<file path="src/rtl/uart_pkg.sv">
// Shared UART transmit definitions: FSM state encoding and frame geometry.
package uart_pkg;

  typedef enum logic [2:0] {
    ST_IDLE   = 3'd0,
    ST_START  = 3'd1,
    ST_DATA   = 3'd2,
    ST_PARITY = 3'd3,
    ST_STOP   = 3'd4,
    ST_BREAK  = 3'd5
  } state_t;

  // start + 8 data + parity + stop
  localparam int FRAME_BITS = 11;
  localparam int DATA_BITS  = 8;
  // wide enough to hold FRAME_BITS (counter saturates there)
  localparam int BIT_CNT_W  = 4;

endpackage

</file>
<file path="src/rtl/uart_baud_gen.sv">
// Baud divider: counts 0..CLKS_PER_BIT-1 and flags the last clock of each bit-time.
// pre_end flags the clock before it so registered outputs can land in the last clock.
module uart_baud_gen #(
  parameter int CLKS_PER_BIT = 16   // must be >= 2
) (
  input  logic clk,
  input  logic rst,       // async, active-low
  input  logic clr,       // synchronous clear, holds count at 0
  output logic bit_end,
  output logic pre_end
);

  localparam int                CNT_W = $clog2(CLKS_PER_BIT);
  localparam logic [CNT_W-1:0]  LAST  = CNT_W'(CLKS_PER_BIT - 1);
  localparam logic [CNT_W-1:0]  PRE   = CNT_W'(CLKS_PER_BIT - 2);

  logic [CNT_W-1:0] cnt;

  // free-running bit-time counter, wraps at the end of each bit, parked while cleared
  always_ff @(posedge clk or negedge rst) begin
    if (!rst)                    cnt <= '0;
    else if (clr || cnt == LAST) cnt <= '0;
    else                         cnt <= cnt + CNT_W'(1);
  end

  assign bit_end = !clr && (cnt == LAST);
  assign pre_end = !clr && (cnt == PRE);

endmodule

</file>
<file path="src/rtl/uart_tx_controller.sv">
// UART transmitter: one 11-bit frame (start, 8 data LSB-first, parity, stop) per accepted byte.
// Optional line-break generation is compiled in with `define UART_TX_BREAK_EN.
module uart_tx_controller
  import uart_pkg::*;
#(
  parameter int CLK_FREQ   = 50_000_000,
  parameter int BAUD       = 9600,
  parameter bit PARITY_ODD = 1'b0
) (
  input  logic       clk,
  input  logic       rst,         // async, active-low
  input  logic [7:0] tx_data,
  input  logic       tx_valid,
  output logic       tx_ready,
  output logic       txd,
  output logic       tx_busy,
  output logic       frame_done
`ifdef UART_TX_BREAK_EN
  ,input  logic      break_req
`endif
);

  // integer division; the result must stay >= 2 for the pre_end look-ahead
  localparam int CLKS_PER_BIT = CLK_FREQ / BAUD;

  localparam logic [BIT_CNT_W-1:0] CNT_DATA_LAST = BIT_CNT_W'(DATA_BITS);
  localparam logic [BIT_CNT_W-1:0] CNT_STOP      = BIT_CNT_W'(FRAME_BITS - 1);
  localparam logic [BIT_CNT_W-1:0] CNT_FULL      = BIT_CNT_W'(FRAME_BITS);

  state_t               state;
  logic [7:0]           shreg;
  logic                 par_bit;
  logic [BIT_CNT_W-1:0] bit_cnt;   // frame bit index: 0 start, 1..8 data, 9 parity, 10 stop
  logic                 bit_end;
  logic                 pre_end;

  // divider sits at 0 in IDLE so every frame/break starts a fresh bit-time
  uart_baud_gen #(.CLKS_PER_BIT(CLKS_PER_BIT)) u_baud (
    .clk     (clk),
    .rst     (rst),
    .clr     (state == ST_IDLE),
    .bit_end (bit_end),
    .pre_end (pre_end)
  );

  assign tx_ready = rst && (state == ST_IDLE);

  // frame sequencer: state, serial shift register, parity and registered line outputs
  always_ff @(posedge clk or negedge rst) begin
    if (!rst) begin
      state      <= ST_IDLE;
      txd        <= 1'b1;
      tx_busy    <= 1'b0;
      frame_done <= 1'b0;
      shreg      <= '0;
      par_bit    <= 1'b0;
      bit_cnt    <= '0;
    end else begin
      frame_done <= 1'b0;
      if (bit_end && bit_cnt != CNT_FULL) bit_cnt <= bit_cnt + BIT_CNT_W'(1);

      case (state)
        ST_IDLE: begin
          bit_cnt <= '0;
          txd     <= 1'b1;
`ifdef UART_TX_BREAK_EN
          if (break_req) begin
            state   <= ST_BREAK;
            txd     <= 1'b0;
            tx_busy <= 1'b1;
          end else
`endif
          if (tx_valid) begin
            shreg   <= tx_data;
            par_bit <= (^tx_data) ^ PARITY_ODD;
            state   <= ST_START;
            txd     <= 1'b0;
            tx_busy <= 1'b1;
          end
        end

        ST_START: if (bit_end) begin
          state <= ST_DATA;
          txd   <= shreg[0];
        end

        ST_DATA: if (bit_end) begin
          shreg <= shreg >> 1;
          if (bit_cnt == CNT_DATA_LAST) begin
            state <= ST_PARITY;
            txd   <= par_bit;
          end else begin
            txd   <= shreg[1];
          end
        end

        ST_PARITY: if (bit_end) begin
          state <= ST_STOP;
          txd   <= 1'b1;
        end

        ST_STOP: begin
          // a break reaches STOP with the counter already saturated, so it never pulses
          if (pre_end && bit_cnt == CNT_STOP) frame_done <= 1'b1;
          if (bit_end) begin
            state   <= ST_IDLE;
            tx_busy <= 1'b0;
          end
        end

`ifdef UART_TX_BREAK_EN
        ST_BREAK: if (bit_end && bit_cnt == CNT_STOP) begin
          state <= ST_STOP;
          txd   <= 1'b1;
        end
`endif

        default: begin
          state   <= ST_IDLE;
          txd     <= 1'b1;
          tx_busy <= 1'b0;
        end
      endcase
    end
  end

endmodule

</file>
<file path="config.mk">
export PLATFORM = sky130hd
export DESIGN_NAME = uart_tx_controller
export DESIGN_NICKNAME = d
export VERILOG_FILES = /design/src/rtl/uart_pkg.sv /design/src/rtl/uart_baud_gen.sv /design/src/rtl/uart_tx_controller.sv
export SDC_FILE = /design/constraint.sdc
export NUM_CORES = 1
export LEC_CHECK = 0
export CORE_MARGIN = 2
export CORE_UTILIZATION = 40
export CTS_CLUSTER_SIZE = 40
export DETAILED_ROUTE_END_ITERATION = 8
export SETUP_SLACK_MARGIN = 0.02
export SYNTH_ARGS = -nofsm -noshare
export SYNTH_HDL_FRONTEND = slang
export SYNTH_SLANG_ARGS = --single-unit
</file>
<file path="constraint.sdc">
create_clock -name clk -period 3 [get_ports clk]
set_input_delay 0.45 -clock clk [delete_from_list [all_inputs] [get_ports clk]]
set_output_delay 0.45 -clock clk [all_outputs]
set_load 0.05 [all_outputs]
</file>
==> impl_metrics.env, run 1 <==
export IMPL_grt_busiest_layer="met2"
export IMPL_worst_pin_slew_ps=599
export IMPL_die_width_um=69.3
export IMPL_min_path_cells=1
export IMPL_pwr_share_clk=0.403
export IMPL_critPathKind="flip-flop to output pin"
export IMPL_tns_ps=0
export IMPL_fp_dieH_um=69.3
export IMPL_first_global_vias=1321
export IMPL_postRouteAntennaNets=0
export IMPL_synth_edff_count=0
export IMPL_p_sw_w=0.000176
export IMPL_antenna_found_initial=0
export IMPL_multi_input_area_um2=843
export IMPL_critPathBufInv=1
export IMPL_peakVddDrop_v=0.000229
export IMPL_p_int_w=0.000617
export IMPL_crit_family="simple AND/OR/NAND/NOR gates"
export IMPL_wl_per_cell_um=14.1
export IMPL_crit_path_end_kind="output pin"
export IMPL_yosysSeqAreaShare=0.470
export IMPL_power_leakage_nw=0.830
export IMPL_slew_violations=0
export IMPL_post_cts_buffers=0
export IMPL_cp_max_fo=12
export IMPL_die_area_um2=4800
export IMPL_io_pins=15
export IMPL_finalNetCount=201
export IMPL_clock_latency_ps=290
export IMPL_syn_area_um2=1710
export IMPL_reg2reg_slack_ps=1010
export IMPL_met3_usage=0.0480
export IMPL_drt_iter0_drc=68
export IMPL_min_to="u_baud.cnt[0]"
export IMPL_drc=0
export IMPL_tritoncts="built"
export IMPL_hp_class="flip-flop to flip-flop"
export IMPL_synthFlopType="dfrtp_1"
export IMPL_yosysWarnings=0
export IMPL_relSlewSlack=0.599
export IMPL_r2r_end="shreg[3]"
export IMPL_grtUsageMet1=0.198
export IMPL_place_congestion=0.784
export IMPL_antenna_cells=0
export IMPL_regArea_um2=802
export IMPL_finalSetupViolCount=0
export IMPL_clockBufferDepth=2
export IMPL_required_ps=2550
export IMPL_cp_data_arrival_time_ps=1770
export IMPL_status="finished clean"
export IMPL_cts_sinks=32
export IMPL_finClkSkew_ps=16.8
export IMPL_pre_cts_ws_ps=975
export IMPL_numCtsBuffers=5
export IMPL_grt_usage=0.153
export IMPL_power_density_nw_per_um2=403
export IMPL_slowest_delay_ps=570
export IMPL_avgSynthCellArea_um2=9.97
export IMPL_use_met2=0.238
export IMPL_grt_first_pass_wirelength_mm=5.95
export IMPL_cts_hold_buffers=0
export IMPL_worstRegToRegCells=4
export IMPL_start_kind="flip-flop"
export IMPL_ys_top_cells_by_area="dfrtp_1 (45%), xnor2_1 (4.6%), o21ba_2 (4.1%), ha_1 (3.7%), xor2_1 (3.6%)"
export IMPL_syn_instance_count=171
export IMPL_cts_resized=0
export IMPL_timing_fmax_mhz=450
export IMPL_rows=23
export IMPL_crit_chain="nor3_2 -> and2_1 -> buf_12"
export IMPL_path_clk_slew_ps=80
export IMPL_vias_per_cell=5.56
export IMPL_ys_types=39
export IMPL_critPathSlowestCell="nor3_2"
export IMPL_ys_ff_latch=32
export IMPL_synth_top_area_cell="dfrtp_1"
export IMPL_yosysTopAreaCellShare=0.455
export IMPL_async_flop_share=1.00
export IMPL_seqPwrFrac=0.544
export IMPL_period_share=0.741
export IMPL_fin_ws_ps=777
export IMPL_synth_nets=187
export IMPL_hold_viol_final=0
export IMPL_syn2layout_area_growth_pct=15.3
export IMPL_grt_ovfl_total=0
export IMPL_p_comb_frac=0.053
export IMPL_initial_core_util=0.420
export IMPL_min_period_ps=2220
export IMPL_cts_max_level=2
export IMPL_post_route_cells_drive_above_1_share=0.118
export IMPL_fin_util=0.484
export IMPL_coreArea_um2=4060
export IMPL_drt_pass1_iterations=4
export IMPL_hp_start="u_baud.cnt[0]"
export IMPL_rr_startpoint="state[0]"
export IMPL_grt_max_degree=33
export IMPL_fillers=368
export IMPL_max_cap_violations=0
export IMPL_rsz0062_at_grt="no"
export IMPL_drt_total_wl_mm=3.33
export IMPL_clockRootBuffer="clkbuf_8"
export IMPL_hpwl_mm=2.32
export IMPL_swShare=0.222
export IMPL_io_buffers=14
export IMPL_dr_total_vias=1313
per-stage QoR:
step           area [µm²]  hold WS (ps)  power, W  instances
4_1_cts              1970           491  0.000799        236
5_1_grt              1970           504  0.000824        236
3_5_place_dp         1880           474  0.000482        228
6_report             1970           479  0.000793        236
2_1_floorplan        1710           154  0.000455        171
3_3_place_gp         1880           463  0.000482        228
cell families after synthesis:
kind of cell	count (synthesis)	share of synthesized area
AOI/OAI and AO/OA	37	0.148
xor gates and xnor gates	16	0.0822
adders and majority gates	5	0.0367
buffers and inverters	13	0.0352
DFF	32	0.470
muxes	1	0.00660
and+or+nand+nor	67	0.221
cell type report:
| class | count | share of cell area |
|---|---|---|
| sequential | 32 | 0.408 |
| timing repair buffer | 15 | 0.0802 |
| clock inverter | 1 | 0.00255 |
| tap | 50 | 0.0318 |
| inverter | 5 | 0.00955 |
| clock buffer | 7 | 0.0388 |
| multi-input combinational | 126 | 0.429 |
cell usage in the layout (no fill, tap or decap), drive strengths merged, types with 4 or more instances in the layout:
master and n:
clkbuf 7, ha 5, dfrtp 31, nand2 13
xnor2 9, nor2 14, nand3 9, clkdlybuf4s50 13
o21ai 9, nand4 5, and2 4, xor2 7
o22ai 8, o21ba 7, a21oi 6, inv 5
how the worst max path moves through the flow:
stage	startpoint	to	depth (start not counted)
2_1_floorplan	state[1]	tx_ready	3
3_3_place_gp	state[0]	shreg[5]	4
3_5_place_dp	state[0]	shreg[3]	4
4_1_cts	state[0]	tx_ready	3
5_1_grt	state[0]	tx_ready	3
6_report	state[0]	tx_ready	3
power by group through the flow:
stage / clock network, W / logic, W / registers (W)
after floorplan: 0 / 0.0000153 / 0.000440
after global placement: 0 / 0.0000422 / 0.000440
after detailed placement: 0 / 0.0000427 / 0.000440
after CTS: 0.000325 / 0.0000430 / 0.000431
after global routing: 0.000347 / 0.0000465 / 0.000431
final: 0.000320 / 0.0000420 / 0.000431
registers in the layout, summed over array words and instances, names as in the netlist:
register    cells
u_baud.cnt     13
txd             1
par_bit         1
frame_done      1
shreg           8
state           3
bit_cnt         4
tx_busy         1
per-layer routing:
layer / wire length [µm] / share of wire / vias up
met4: 43 / 0.013 / 0
li1: - / - / 644
met3: 137 / 0.041 / 6
met1: 1600 / 0.48 / 641
met5: 0 / 0 / -
met2: 1550 / 0.47 / 22
cell usage after synthesis (2+ instances only):
| cell | number |
|---|---|
| o2111ai_1 | 2 |
| o22ai_1 | 8 |
| a21oi_1 | 6 |
| and4_1 | 2 |
| dfrtp_1 | 31 |
| clkbuf_1 | 4 |
| o21ai_0 | 8 |
| nand3_1 | 9 |
| inv_1 | 5 |
| nor3_2 | 2 |
| nand4_1 | 4 |
| ha_1 | 5 |
| or3_1 | 3 |
| a211oi_1 | 2 |
| nor2b_1 | 2 |
| nor2_1 | 14 |
| xor2_1 | 7 |
| and3_1 | 3 |
| buf_2 | 3 |
| or4_1 | 3 |
| nand2_1 | 13 |
| and2_1 | 4 |
| xnor2_1 | 9 |
| o21ba_2 | 7 |
Note: power is estimated with default switching activity, not from simulation.
==> inputs of run 2 (changes only) <==
- clock period: 3 -> 1.9 ns (I/O delays scaled with it)
==> run 2 against run 1 <==
Critical path type is now flip-flop to flip-flop. Final area increased by 3.3%. Via count increased by 1.3%. Power up 61%. Largest cell class unchanged. Largest power group unchanged.
==> impl_metrics.env, run 2 (synthesis gave the netlist of run 1 again) <==
export IMPL_final_cell_mix="dfrtp_1 (31), nor2_1 (14), nand2_1 (13)"
export IMPL_min_period_ps=1790
export IMPL_drt_iter0_drc=44
export IMPL_initial_core_util=0.420
export IMPL_die_area_um2=4800
export IMPL_clockBufferDepth=2
export IMPL_hp_class="input port to asynchronous set/reset pin"
export IMPL_grt_max_degree=33
export IMPL_drt_total_wl_mm=3.47
export IMPL_power_leakage_nw=0.860
export IMPL_cp_data_arrival_time_ps=1960
export IMPL_place_congestion=0.848
export IMPL_dr_total_vias=1330
export IMPL_critPathKind="flip-flop to flip-flop"
export IMPL_crit_path_end_kind="flip-flop"
export IMPL_swShare=0.209
export IMPL_period_share=0.944
export IMPL_vias_per_cell=5.52
export IMPL_cts_sinks=32
export IMPL_p_comb_frac=0.053
export IMPL_seqPwrFrac=0.532
export IMPL_rows=23
export IMPL_cts_max_level=2
export IMPL_tns_ps=0
export IMPL_path_clk_slew_ps=70
export IMPL_reg_top3="u_baud.cnt (13), shreg (8), bit_cnt (4)"
export IMPL_power_w=0.00128
export IMPL_required_ps=2060
export IMPL_cts_hold_buffers=0
export IMPL_grt_first_pass_wirelength_mm=6.07
export IMPL_die_width_um=69.3
export IMPL_hpwl_mm=2.56
export IMPL_first_global_vias=1323
export IMPL_syn2layout_area_growth_pct=19.1
export IMPL_clock_latency_ps=280
export IMPL_io_buffers=14
export IMPL_wl_per_cell_um=14.4
export IMPL_layout_commonest_cell="dfrtp_1"
export IMPL_p_sw_w=0.000267
export IMPL_post_route_cells_drive_above_1_share=0.152
export IMPL_slew_violations=0
export IMPL_fin_util=0.500
export IMPL_max_cap_violations=0
export IMPL_largest_register_ffs=13
export IMPL_fp_dieH_um=69.3
export IMPL_finClkSkew_ps=7.10
export IMPL_fin_cells=241
export IMPL_grt_ovfl_total=0
export IMPL_antenna_found_initial=0
export IMPL_pwr_share_clk=0.415
export IMPL_start_kind="flip-flop"
export IMPL_drt_pass1_iterations=4
export IMPL_tritoncts="built"
export IMPL_timing_fmax_mhz=558
export IMPL_worst_pin_slew_ps=492
export IMPL_rsz0062_at_grt="no"
export IMPL_cts_resized=1
export IMPL_finalNetCount=206
export IMPL_numCtsBuffers=5
export IMPL_coreArea_um2=4060
export IMPL_postRouteAntennaNets=0
export IMPL_grt_usage=0.156
export IMPL_io_pins=15
export IMPL_post_dp_cell_area_um2=1920
export IMPL_peakVddDrop_v=0.000318
export IMPL_antenna_cells=0
export IMPL_cp_max_fo=12
export IMPL_finalSetupViolCount=0
export IMPL_largest_register="u_baud.cnt"
export IMPL_clockRootBuffer="clkbuf_8"
export IMPL_power_density_nw_per_um2=631
export IMPL_placed_cells=233
export IMPL_p_int_w=0.00101
export IMPL_drc=0
export IMPL_fin_area_um2=2030
export IMPL_relSlewSlack=0.671
export IMPL_fillers=373
export IMPL_hold_viol_final=0
export IMPL_post_cts_buffers=0
export IMPL_status="finished clean"
[run 2: cell types whose count changed in the layout (fill, tap and decap cells not counted), sizes merged]
cell,previous run,this run
buf,2,8
clkbuf,7,8
clkdlybuf4s50,13,12
clkinv,1,0
[run 2: worst paths after layout]
check / from / endpoint / slack, ps / depth (start not counted)
hold reg to reg: par_bit / par_bit / 490 / 2
hold / removal: rst / shreg[0] / 440 / 2
max in group asynchronous: rst / txd / 1140 / 2
setup reg to reg: u_baud.cnt[7] / state[0] / 110 / 4
setup / recovery: u_baud.cnt[7] / state[0] / 110 / 4
min in group clk: par_bit / par_bit / 490 / 2
[run 2: metal layers]
metal,routed length (µm),GRT usage,part of all wire
met3,104,0.0422,0.030
met5,0,0,0
met1,1610,0.204,0.46
met4,47,0.0763,0.014
met2,1710,0.238,0.49
[run 2: layout make-up]
type | instances | area, µm² | area share
Timing Repair Buffer | 20 | 193 | 0.0949
Tap cell | 50 | 62.6 | 0.0308
Multi-Input combinational cell | 126 | 865 | 0.426
Sequential cell | 32 | 802 | 0.395
Clock buffer | 8 | 90.1 | 0.0444
Inverter | 5 | 18.8 | 0.00924
[run 2: power by group through the flow]
| stage | clock network (W) | registers [W] | logic, W |
|---|---|---|---|
| floorplan | 0 | 0.000694 | 0.0000241 |
| global route | 0.000574 | 0.000681 | 0.0000752 |
| global placement | 0 | 0.000694 | 0.0000693 |
| finish | 0.000531 | 0.000681 | 0.0000678 |
| detailed placement | 0 | 0.000694 | 0.0000702 |
| CTS | 0.000545 | 0.000681 | 0.0000702 |
[run 2: critical path, cell delays in order (launching register included)]
cell	delay, ps
dfrtp_1	420
and4bb_4	400
nand4_4	210
or3_1	390
a211oi_1	260
[run 2: metrics by stage]
stage / hold slack (ps) / setup slack, ps
2_1_floorplan: -10.6 / 312
3_3_place_gp: 460 / 78.2
3_5_place_dp: 480 / 24.3
4_1_cts: 458 / 86.2
5_1_grt: 479 / 20.5
6_report: 439 / 107
==> inputs of run 3 (changes only) <==
- ABC_CLOCK_PERIOD_IN_PS: default -> 1900
==> results of run 3 <==
Final layout, timing and power as in run 2 (identical DEF).
